File: src/rtl/sme_feeder_if.sv
// Host and engine signals of the string-matching-engine feeder.
// slave = the feeder itself; master = the host/engine side that drives it.
interface sme_feeder_if;
  logic       wr_en;
  logic       wr_sel;
  logic [4:0] wr_addr;
  logic [7:0] wr_data;
  logic [5:0] str_len;
  logic [3:0] pat_len;
  logic       reuse_str;
  logic       start;
  logic       busy;
  logic       done;
  logic       start_err;
  logic       res_match;
  logic [4:0] res_index;
  logic       res_timeout;
  logic [7:0] chardata;
  logic       isstring;
  logic       ispattern;
  logic       sme_valid;
  logic       sme_match;
  logic [4:0] sme_match_index;

  modport slave (
    input  wr_en, wr_sel, wr_addr, wr_data, str_len, pat_len, reuse_str, start,
    input  sme_valid, sme_match, sme_match_index,
    output busy, done, start_err, res_match, res_index, res_timeout,
    output chardata, isstring, ispattern
  );

  modport master (
    output wr_en, wr_sel, wr_addr, wr_data, str_len, pat_len, reuse_str, start,
    output sme_valid, sme_match, sme_match_index,
    input  busy, done, start_err, res_match, res_index, res_timeout,
    input  chardata, isstring, ispattern
  );
endinterface

File: src/rtl/sme_feeder.sv
// Buffers one string and one pattern from the host, streams them byte-serially to the
// matcher, then waits (bounded) for its result. Engine outputs are registered.
module sme_feeder #(
  parameter int STR_DEPTH = 32,
  parameter int PAT_DEPTH = 10,
  parameter int TIMEOUT   = 1023
) (
  input  logic          clk,
  input  logic          reset,
  sme_feeder_if.slave   bus
);
  localparam int SAW = $clog2(STR_DEPTH);
  localparam int PAW = $clog2(PAT_DEPTH);
  localparam int TW  = $clog2(TIMEOUT + 1);

  typedef enum logic [2:0] {IDLE, SEND_STR, SEND_PAT, WAIT, DONE} state_t;

  logic [7:0] str_mem [STR_DEPTH];
  logic [7:0] pat_mem [PAT_DEPTH];

  state_t     state_q, state_d;
  logic [4:0] idx_q, idx_d;
  logic [5:0] str_len_q, str_len_d;
  logic [3:0] pat_len_q, pat_len_d;
  logic [TW-1:0] tmo_q, tmo_d;
  logic       str_loaded_q, str_loaded_d;
  logic       busy_q, busy_d, done_q, done_d, start_err_q, start_err_d;
  logic       res_match_q, res_match_d, res_timeout_q, res_timeout_d;
  logic [4:0] res_index_q, res_index_d;
  logic [7:0] chardata_q, chardata_d;
  logic       isstring_q, isstring_d, ispattern_q, ispattern_d;

  logic       str_ok, pat_ok, reuse_ok, start_ok;
  logic [4:0] idx_nxt;
  logic [5:0] str_last;
  logic [4:0] pat_last;

  assign str_ok   = (bus.str_len != 6'd0) && ({1'b0, bus.str_len} <= 7'(STR_DEPTH));
  assign pat_ok   = (bus.pat_len != 4'd0) && ({1'b0, bus.pat_len} <= 5'(PAT_DEPTH));
  // A string can only be skipped if the engine actually holds one.
  assign reuse_ok = bus.reuse_str && str_loaded_q;
  assign start_ok = pat_ok && (reuse_ok || str_ok);
  assign idx_nxt  = idx_q + 5'd1;
  assign str_last = str_len_q - 6'd1;
  assign pat_last = {1'b0, pat_len_q} - 5'd1;

  // Buffer storage is deliberately not reset.
  always_ff @(posedge clk) begin
    if (state_q == IDLE && bus.wr_en) begin
      if (!bus.wr_sel && ({1'b0, bus.wr_addr} < 6'(STR_DEPTH)))
        str_mem[bus.wr_addr[SAW-1:0]] <= bus.wr_data;
      if (bus.wr_sel && ({1'b0, bus.wr_addr[3:0]} < 5'(PAT_DEPTH)))
        pat_mem[bus.wr_addr[PAW-1:0]] <= bus.wr_data;
    end
  end

  always_comb begin
    state_d       = state_q;
    idx_d         = idx_q;
    str_len_d     = str_len_q;
    pat_len_d     = pat_len_q;
    tmo_d         = tmo_q;
    str_loaded_d  = str_loaded_q;
    busy_d        = busy_q;
    done_d        = 1'b0;
    start_err_d   = 1'b0;
    res_match_d   = res_match_q;
    res_index_d   = res_index_q;
    res_timeout_d = res_timeout_q;
    chardata_d    = chardata_q;
    isstring_d    = isstring_q;
    ispattern_d   = ispattern_q;
    case (state_q)
      IDLE: begin
        if (bus.start) begin
          if (start_ok) begin
            str_len_d     = bus.str_len;
            pat_len_d     = bus.pat_len;
            busy_d        = 1'b1;
            res_match_d   = 1'b0;
            res_index_d   = 5'd0;
            res_timeout_d = 1'b0;
            idx_d         = 5'd0;
            tmo_d         = '0;
            if (reuse_ok) begin
              state_d     = SEND_PAT;
              ispattern_d = 1'b1;
              chardata_d  = pat_mem[0];
            end else begin
              state_d     = SEND_STR;
              isstring_d  = 1'b1;
              chardata_d  = str_mem[0];
            end
          end else begin
            start_err_d = 1'b1;
          end
        end
      end
      SEND_STR: begin
        if ({1'b0, idx_q} == str_last) begin
          state_d      = SEND_PAT;
          str_loaded_d = 1'b1;
          idx_d        = 5'd0;
          isstring_d   = 1'b0;
          ispattern_d  = 1'b1;
          chardata_d   = pat_mem[0];
        end else begin
          idx_d      = idx_nxt;
          chardata_d = str_mem[idx_nxt[SAW-1:0]];
        end
      end
      SEND_PAT: begin
        if (idx_q == pat_last) begin
          // Dropping both qualifiers here produces the load-terminating idle cycle.
          state_d     = WAIT;
          ispattern_d = 1'b0;
          chardata_d  = 8'd0;
          tmo_d       = '0;
        end else begin
          idx_d      = idx_nxt;
          chardata_d = pat_mem[idx_nxt[PAW-1:0]];
        end
      end
      WAIT: begin
        tmo_d = tmo_q + 1'b1;
        if (bus.sme_valid) begin
          state_d     = DONE;
          done_d      = 1'b1;
          res_match_d = bus.sme_match;
          res_index_d = bus.sme_match_index;
        end else if (tmo_q == TW'(TIMEOUT - 1)) begin
          state_d       = DONE;
          done_d        = 1'b1;
          res_timeout_d = 1'b1;
          res_match_d   = 1'b0;
          res_index_d   = 5'd0;
        end
      end
      DONE: begin
        state_d = IDLE;
        busy_d  = 1'b0;
        tmo_d   = '0;
      end
      default: state_d = IDLE;
    endcase
  end

  always_ff @(posedge clk or negedge reset) begin
    if (!reset) begin
      state_q       <= IDLE;
      idx_q         <= 5'd0;
      str_len_q     <= 6'd0;
      pat_len_q     <= 4'd0;
      tmo_q         <= '0;
      str_loaded_q  <= 1'b0;
      busy_q        <= 1'b0;
      done_q        <= 1'b0;
      start_err_q   <= 1'b0;
      res_match_q   <= 1'b0;
      res_index_q   <= 5'd0;
      res_timeout_q <= 1'b0;
      chardata_q    <= 8'd0;
      isstring_q    <= 1'b0;
      ispattern_q   <= 1'b0;
    end else begin
      state_q       <= state_d;
      idx_q         <= idx_d;
      str_len_q     <= str_len_d;
      pat_len_q     <= pat_len_d;
      tmo_q         <= tmo_d;
      str_loaded_q  <= str_loaded_d;
      busy_q        <= busy_d;
      done_q        <= done_d;
      start_err_q   <= start_err_d;
      res_match_q   <= res_match_d;
      res_index_q   <= res_index_d;
      res_timeout_q <= res_timeout_d;
      chardata_q    <= chardata_d;
      isstring_q    <= isstring_d;
      ispattern_q   <= ispattern_d;
    end
  end

  assign bus.busy        = busy_q;
  assign bus.done        = done_q;
  assign bus.start_err   = start_err_q;
  assign bus.res_match   = res_match_q;
  assign bus.res_index   = res_index_q;
  assign bus.res_timeout = res_timeout_q;
  assign bus.chardata    = chardata_q;
  assign bus.isstring    = isstring_q;
  assign bus.ispattern   = ispattern_q;
endmodule

File: src/flat_wrapper.sv
// flat-port wrapper written by rule: the top's interface ports become plain ports
module sme_feeder_flat 
#(
  parameter int STR_DEPTH = 32,
  parameter int PAT_DEPTH = 10,
  parameter int TIMEOUT   = 1023
)
  (clk, reset, bus_wr_en, bus_wr_sel, bus_wr_addr, bus_wr_data, bus_str_len, bus_pat_len, bus_reuse_str, bus_start, bus_sme_valid, bus_sme_match, bus_sme_match_index, bus_busy, bus_done, bus_start_err, bus_res_match, bus_res_index, bus_res_timeout, bus_chardata, bus_isstring, bus_ispattern);
  sme_feeder_if bus_i ();
  input  logic clk;
  input  logic reset;
  input wire logic [$bits(bus_i.wr_en)-1:0] bus_wr_en;
  input wire logic [$bits(bus_i.wr_sel)-1:0] bus_wr_sel;
  input wire logic [$bits(bus_i.wr_addr)-1:0] bus_wr_addr;
  input wire logic [$bits(bus_i.wr_data)-1:0] bus_wr_data;
  input wire logic [$bits(bus_i.str_len)-1:0] bus_str_len;
  input wire logic [$bits(bus_i.pat_len)-1:0] bus_pat_len;
  input wire logic [$bits(bus_i.reuse_str)-1:0] bus_reuse_str;
  input wire logic [$bits(bus_i.start)-1:0] bus_start;
  input wire logic [$bits(bus_i.sme_valid)-1:0] bus_sme_valid;
  input wire logic [$bits(bus_i.sme_match)-1:0] bus_sme_match;
  input wire logic [$bits(bus_i.sme_match_index)-1:0] bus_sme_match_index;
  output wire logic [$bits(bus_i.busy)-1:0] bus_busy;
  output wire logic [$bits(bus_i.done)-1:0] bus_done;
  output wire logic [$bits(bus_i.start_err)-1:0] bus_start_err;
  output wire logic [$bits(bus_i.res_match)-1:0] bus_res_match;
  output wire logic [$bits(bus_i.res_index)-1:0] bus_res_index;
  output wire logic [$bits(bus_i.res_timeout)-1:0] bus_res_timeout;
  output wire logic [$bits(bus_i.chardata)-1:0] bus_chardata;
  output wire logic [$bits(bus_i.isstring)-1:0] bus_isstring;
  output wire logic [$bits(bus_i.ispattern)-1:0] bus_ispattern;
  assign bus_i.wr_en = bus_wr_en;
  assign bus_i.wr_sel = bus_wr_sel;
  assign bus_i.wr_addr = bus_wr_addr;
  assign bus_i.wr_data = bus_wr_data;
  assign bus_i.str_len = bus_str_len;
  assign bus_i.pat_len = bus_pat_len;
  assign bus_i.reuse_str = bus_reuse_str;
  assign bus_i.start = bus_start;
  assign bus_i.sme_valid = bus_sme_valid;
  assign bus_i.sme_match = bus_sme_match;
  assign bus_i.sme_match_index = bus_sme_match_index;
  assign bus_busy = bus_i.busy;
  assign bus_done = bus_i.done;
  assign bus_start_err = bus_i.start_err;
  assign bus_res_match = bus_i.res_match;
  assign bus_res_index = bus_i.res_index;
  assign bus_res_timeout = bus_i.res_timeout;
  assign bus_chardata = bus_i.chardata;
  assign bus_isstring = bus_i.isstring;
  assign bus_ispattern = bus_i.ispattern;
  sme_feeder #(.STR_DEPTH(STR_DEPTH), .PAT_DEPTH(PAT_DEPTH), .TIMEOUT(TIMEOUT)) u_core (.clk(clk), .reset(reset), .bus(bus_i));
endmodule
File: config.mk
export PLATFORM = sky130hd
export DESIGN_NAME = sme_feeder_flat
export DESIGN_NICKNAME = d
export VERILOG_FILES = /design/src/rtl/sme_feeder_if.sv /design/src/rtl/sme_feeder.sv /design/src/flat_wrapper.sv
export SDC_FILE = /design/constraint.sdc
export NUM_CORES = 1
export LEC_CHECK = 0
export CAP_MARGIN = 20
export CELL_PAD_IN_SITES_DETAIL_PLACEMENT = 1
export CELL_PAD_IN_SITES_GLOBAL_PLACEMENT = 1
export CORE_MARGIN = 1
export CORE_UTILIZATION = 42
export CTS_BUF_LIST = sky130_fd_sc_hd__clkbuf_8
export CTS_CLUSTER_SIZE = 24
export DETAILED_ROUTE_END_ITERATION = 6
export PLACE_DENSITY = 0.65
export SLEW_MARGIN = 20
export SYNTH_ARGS = -nofsm -noshare
export SYNTH_HDL_FRONTEND = slang
export SYNTH_SLANG_ARGS = --single-unit
File: constraint.sdc
create_clock -name clk -period 7.85 [get_ports clk]
set_input_delay 1.57 -clock clk [delete_from_list [all_inputs] [get_ports clk]]
set_output_delay 1.57 -clock clk [all_outputs]
set_load 0.01 [all_outputs]
## Word-level counts from Yosys, hierarchy flattened

Memories as Yosys holds them, arrays and structs flattened.
Index checks and enable logic that the tools add are counted.

| storage, ports and cells | value |
|---|---|
| register bits | 49 |
| RAM bits | 336 |
| word-level logic and storage cells | 127 |
| memories | 2 |

| operators by class | value |
|---|---|
| add/subtract/negate cells | 4 |
| $lt $le $gt $ge | 3 |
| equality and inequality tests | 17 |
| muxes and demuxes | 60 |
| reduce and logical (&&, ||, !) cells | 26 |

Memories:

| memory | words | width | read ports | clocked after memory_dff | wr ports | line | source |
|---|---|---|---|---|---|---|---|
| u_core.str_mem | 32 | 8 | 2 | 0 | 1 | sme_feeder.sv:18 | `logic [7:0] str_mem [STR_DEPTH];` |
| u_core.pat_mem | 10 | 8 | 2 | 0 | 1 | sme_feeder.sv:19 | `logic [7:0] pat_mem [PAT_DEPTH];` |

Operators by type and width:

| operator | count |
|---|---|
| 2-to-1 mux 8 bit | 5 |
| one-hot mux 10 bit (4 select lines) | 1 |
| 2-to-1 mux 10 bit | 3 |
| 2-to-1 mux 5 bit | 6 |
| 2-to-1 mux 1 bit | 29 |
| one-hot mux 8 bit (3 select lines) | 1 |
| 2-to-1 mux 3 bit | 6 |
| one-hot mux 5 bit (3 select lines) | 1 |
| AND reduction 5 bit | 3 |
| one-hot mux 3 bit (4 select lines) | 1 |
| AND reduction 4 bit | 3 |
| adder 10 x 1 -> 10 bit (second input constant) | 1 |
| == test 10 bit (second input constant) | 1 |
| inequality test 2 x 1 -> 1 bit (second input constant) | 5 |
| one-hot mux 5 bit (2 select lines) | 1 |
| AND reduction 3 bit | 3 |
| inequality test 2 bit (second input constant) | 4 |
| one-hot mux 1 bit (2 select lines) | 4 |
| nonzero test 4 bit | 2 |
| == test 3 x 2 -> 1 bit (second input constant) | 2 |
| == test 5 x 6 -> 1 bit | 1 |
| <= comparator 6 bit (second input constant) | 1 |
| logical AND 1 bit | 6 |
| AND reduction 6 bit | 1 |
| 17 further kinds | 19 |

## Longest topological paths before layout

| logic depth | value |
|---|---|
| depth in word-level cells | 7 |
| mapped depth | 10 |
| mapped depth without buffers | 9 |

## Least setup slack after synthesis

Ideal clock, no wire load.

| timing path | value |
|---|---|
| path kind | input -> register |
| start | input port bus_str_len[0] |
| end | register u_core.chardata_q[5] (netlist: u_core.bus.chardata[5]) |
| arrival time | 3210 ps |
| required time | 7721 ps |
| path slack | 4511 ps |
| cell stages on the path | 7 |
| path through | or4_4 nor3_2 o21ai_2 and3_4 o31ai_4 mux2i_1 a21oi_2 |

| between the ends | value |
|---|---|
| longest elaborated chain between the ends | 6 |
| elaborated cells between the ends (all ways) | 7 |
| those cells by class | 1 x order compare; 1 x eq/ne; 5 x reduce/logical |

RTL lines:

| item | line | source |
|---|---|---|
| start: declaration | flat_wrapper.sv:16 | `input wire logic [$bits(bus_i.str_len)-1:0] bus_str_len;` |
| <= comparator 6 bit / nonzero test 6 bit (equally long branches) | sme_feeder.sv:38 | `assign str_ok = (bus.str_len != 6'd0) && ({1'b0, bus.str_len} <= 7'(STR_DEPTH));` |
| logical AND 1 bit (*) | sme_feeder.sv:38 |  |
| logical OR 1 bit (*) | sme_feeder.sv:42 | `assign start_ok = pat_ok && (reuse_ok \|\| str_ok);` |
| logical AND 1 bit (*) | sme_feeder.sv:42 |  |
| inequality test 2 x 1 -> 1 bit (no line) (*) | -- |  |
| AND reduction 3 bit (no line) (*) | -- |  |
| end signal: assignment | sme_feeder.sv:178 | `chardata_q <= chardata_d;` |
| end: declaration | sme_feeder.sv:30 | `logic [7:0] chardata_q, chardata_d;` |

Mark *: on every way between the ends. The rest lies on a longest branch, timed or not.
A chain may end at the register's enable or synchronous reset.

## Worst setup path in the final report

| timing path | value |
|---|---|
| start | register u_core.idx_q[0] |
| end | register u_core.chardata_q[5] (netlist: u_core.bus.chardata[5]) |

| between the ends | value |
|---|---|
| longest elaborated chain between the ends | 4 |
| elaborated cells between the ends (all ways) | 8 |
| those cells by class | 1 x add/sub; 2 x eq/ne; 3 x mux; 2 x memory |

RTL lines:

| item | line | source |
|---|---|---|
| start: declaration | sme_feeder.sv:22 | `logic [4:0] idx_q, idx_d;` |
| start signal: assignment | sme_feeder.sv:167 | `idx_q <= idx_d;` |
| adder 5 x 1 -> 5 bit | sme_feeder.sv:43 | `assign idx_nxt = idx_q + 5'd1;` |
| memory read (32 x 8 bit) / memory read (10 x 8 bit) (equally long branches) | -- |  |
| 2-to-1 mux 8 bit, on equally long branches | sme_feeder.sv:100, sme_feeder.sv:113 |  |
| one-hot mux 8 bit (3 select lines) (*) | sme_feeder.sv:73 | `case (state_q)` |

Marks and branches as above.

==> summary.md <==
| Metric | Value |
|---|---|
| RSZ-0062 raised after global routing | `no` |
| Post-synth top area share | `between 60% and 70%` |
| Maximum buffer depth of the clock tree | `3` |
| CTS clock-pin slew for the worst setup and hold paths | `~0.060 ns` |
| Total power | `5.80 mW` |
| CP required | `between 8 and 9 ns` |
| Vias in the first global route | `between 9000 and 10000` |
| Tmin final | `~4 ns` |
| Worst skew pair latency | `approximately 0.60 ns` |
| Mean number of vias per cell | `5.62` |
| Critical Path Fanout Max | `53` |
| Syn nets | `959` |
| Critical path arrival | `approximately 4.4 ns` |
| Crit end category | `register` |
| Hold-fix buffers at CTS | `0` |
| Commonest non-fill, non-tap cell in the layout | `edfxtp_1` |
| Relative slew slack | `between 20% and 30%` |
| Gpl congestion | `0.791` |
| Switching share of power | `a little under a third` |
| Worst Setup SP | `u_core.idx_q[0]$_DFFE_PN0P_` |
| Syn Inst Count | `around 920` |
| DRC | `0` |
| Tot GR Track Use | `20.9%` |
| Hold Violations, Final | `0` |
| Hold wc startpoint | `u_core.tmo_q[9]$_DFFE_PN0P_` |
| EDFF count, synth | `336` |
| Synth area leader | `edfxtp_1` |
| Iteration count of the initial detailed-routing pass | `5` |
| Placement-stage cell area | `17000 µm²` |
| Power Dens Cells | `~320 nW/µm²` |
| R2r worst-path depth | `6` |
| Synth cell types | `57` |
| Layout cells sized above 1 | `between 20% and 30%` |
| Initial Utilization | `between 40 and 50%` |
| Fraction of registers with async set/reset | `12.7%` |
| Sequential power share | `between 40% and 50%` |
| Slew Viols, Final | `0` |
| Clk pwr share | `between 20% and 30%` |
| Skew final | `0.0306 ns` |
| Setup TNS | `0 ns` |
| CTS Root Cell | `clkbuf_8` |
| Sequential area share after synthesis | `a little under three quarters` |
| Comb power frac | `between 20% and 30%` |
| P&R area growth vs syn | `14.5%` |
| First DRT Iteration DRCs | `~580` |
| Complex-gate fraction of the synthesized area | `4.60%` |
| Post-CTS sizing | `0` |
| Post-synthesis sequential element count | `about 390` |
| First-pass GRT wire length | `58700 µm` |
| Static Leakage | `about 5.9 nW` |
| WL per Instance | `24.9 µm` |
| H-tree levels | `3` |
| Mux share of post-synthesis cell area | `roughly 14%` |
| Hold Slack | `roughly 0.48 ns` |
| Initial antenna violation count | `0` |
| Worst slew pin tran | `about 1.1 ns` |
| Chip height | `a little under 200 µm` |
| Most frequent cells in the layout | `edfxtp_1, nand2_1, mux4_2` |
| Synth Area in XOR/XNOR | `under 10%` |
| Largest net degree at the start of global routing | `54` |
| DRT Wirelength | `38800 µm` |
| Critical path launch point type | `register` |
| WS Path Type | `register to register` |
| Number of diodes | `0` |
| Dpl hpwl | `between 20000 and 25000 µm` |
| Setup-failing EPs final | `0` |
| # fillers | `between 3000 and 4000` |
| Final instance area | `around 18000 µm²` |
| Pint | `between 3 and 4 mW` |
| Simple-gate share of the synthesized area | `a little under 7%` |
| Synth warn | `0` |
| Input/output buffers | `55` |
| # IOs | `between 50 and 60` |
| Final period util | `between 40% and 50%` |
| Rows | `70` |
| Total core area | `36900 µm²` |
| Die width | `just under 200 µm` |
| TritonCTS Buffers | `68` |
| Gr ovfl total | `0` |
| Reg2reg start | `u_core.idx_q[0]$_DFFE_PN0P_` |
| Area contributors post-synth | `edfxtp_1, mux4_2, dfrtp_1` |
| Top_reg_cell synth | `edfxtp_1` |
| Max frequency | `257 MHz` |
| VDD IR-drop max | `around 0.17 mV` |
| P_sw | `~1.8 mW` |
| Hold Crit Class | `register to register` |
| Number of nets in the layout | `between 1000 and 1500` |
| TritonCTS Sinks | `around 390` |
| CTS tree | `done` |
| Synth Area per Inst | `17.2 µm²` |
| Max_cap viols | `0` |
| Hold Path Cell Cnt | `1` |
| Die Area | `38500 µm²` |
| Status | `completed` |
| Largest family of logic cells by synthesized area | `multiplexers` |
| Post-Syn Area | `15800 µm²` |
| Setup repair bufs after CTS | `0` |
| Antenna violation net count after detailed routing | `0` |
| Synth Area in Adders | `less than 1%` |
| Via Count | `~9000` |
-- layer usage --
metal,track usage (%),wire [µm],up-vias
li1,-,-,3846
met1,28.4,17100,4571
met2,33.8,18600,262
met3,4.56,2210,71
met4,6.74,888,0
met5,0,0,-
-- synthesized netlist by cell type, drive strengths merged (7+ instances only) --
cell / n
dfrtp: 49
o21ai: 21
nand3: 36
nand4: 7
edfxtp: 336
mux4: 88
o2111ai: 8
a21oi: 19
nand2: 88
a31oi: 14
a211oi: 8
nor3: 8
buf: 31
a32o: 7
xnor2: 13
clkbuf: 18
nor2b: 12
a221oi: 9
nor2: 64
mux2i: 8
xor2: 7
mux2: 12
inv: 8
-- stage by stage --
| step | instances | utilization (%) | worst slack [ns] |
|---|---|---|---|
| 5_1_grt | 1558 | 49.2 | 3.72 |
| 3_3_place_gp | 1445 | 46.0 | 3.58 |
| 6_report | 1558 | 49.2 | 3.96 |
| 2_1_floorplan | 918 | - | 4.51 |
| 3_5_place_dp | 1445 | 46.0 | 3.53 |
| 4_1_cts | 1558 | 49.2 | 3.89 |
-- path summary, 6_finish.rpt --
| path | to | slack [ns] |
|---|---|---|
| setup / recovery | u_core.bus.chardata[5]$_DFFE_PN0P_ | 3.96 |
| hold / removal | u_core.tmo_q[9]$_DFFE_PN0P_ | 0.48 |
| setup reg to reg | u_core.bus.chardata[5]$_DFFE_PN0P_ | 3.96 |
| hold reg to reg | u_core.tmo_q[9]$_DFFE_PN0P_ | 0.48 |
| max in group asynchronous | u_core.idx_q[0]$_DFFE_PN0P_ | 6.26 |
| min in group asynchronous | u_core.tmo_q[7]$_DFFE_PN0P_ | 1.10 |
-- logic make-up (layout without fill, tap and decap cells) --
kind of cell | Yosys count | count (layout)
flip-flops | 385 | 385
AND/OR/NAND/NOR | 241 | 241
multiplexers | 108 | 108
AO/OA/AOI/OAI | 102 | 102
buffers and inverters | 57 | 193
XOR/XNOR | 20 | 20
adder cells (fa/ha/maj) | 5 | 5
-- final cells by class --
| cell class | count | area [µm²] | share of cell area (%) |
|---|---|---|---|
| Clock buffer | 70 | 963 | 5.31 |
| Clock inverter | 43 | 203 | 1.12 |
| Inverter | 8 | 30.0 | 0.166 |
| Multi-Input combinational cell | 476 | 4320 | 23.8 |
| Sequential cell | 385 | 11300 | 62.4 |
| Tap cell | 504 | 631 | 3.48 |
| Timing Repair Buffer | 72 | 673 | 3.71 |
-- registers in the layout (all words and copies together), names as in the netlist --
name                    count
u_core.bus.done             1
u_core.bus.chardata         8
u_core.tmo_q               10
u_core.str_loaded_q         1
u_core.bus.res_match        1
u_core.bus.res_timeout      1
u_core.idx_q                5
u_core.bus.isstring         1
u_core.bus.ispattern        1
u_core.bus.res_index        5
u_core.pat_mem             80
u_core.pat_len_q            4
u_core.str_mem            256
u_core.state_q              3
u_core.str_len_q            6
u_core.bus.busy             1
u_core.bus.start_err        1
-- critical path, stage by stage, from the launching register on --
cell	delay [ns]
dfrtp_4	0.66
buf_4	0.75
buf_4	0.69
mux4_2	0.59
mux4_2	0.52
o2111ai_1	0.37
a21oi_2	0.10
-- power groups by stage --
stage          Combinational (mW)  Clock [mW]  Sequential, mW
2_1_floorplan                1.21           0            2.45
3_3_place_gp                 1.69           0            2.51
3_5_place_dp                 1.71           0            2.51
4_1_cts                      1.72        1.69            2.47
5_1_grt                      1.83        1.76            2.49
6_report                     1.69        1.64            2.47
Note: power is estimated with default switching activity, not from simulation.
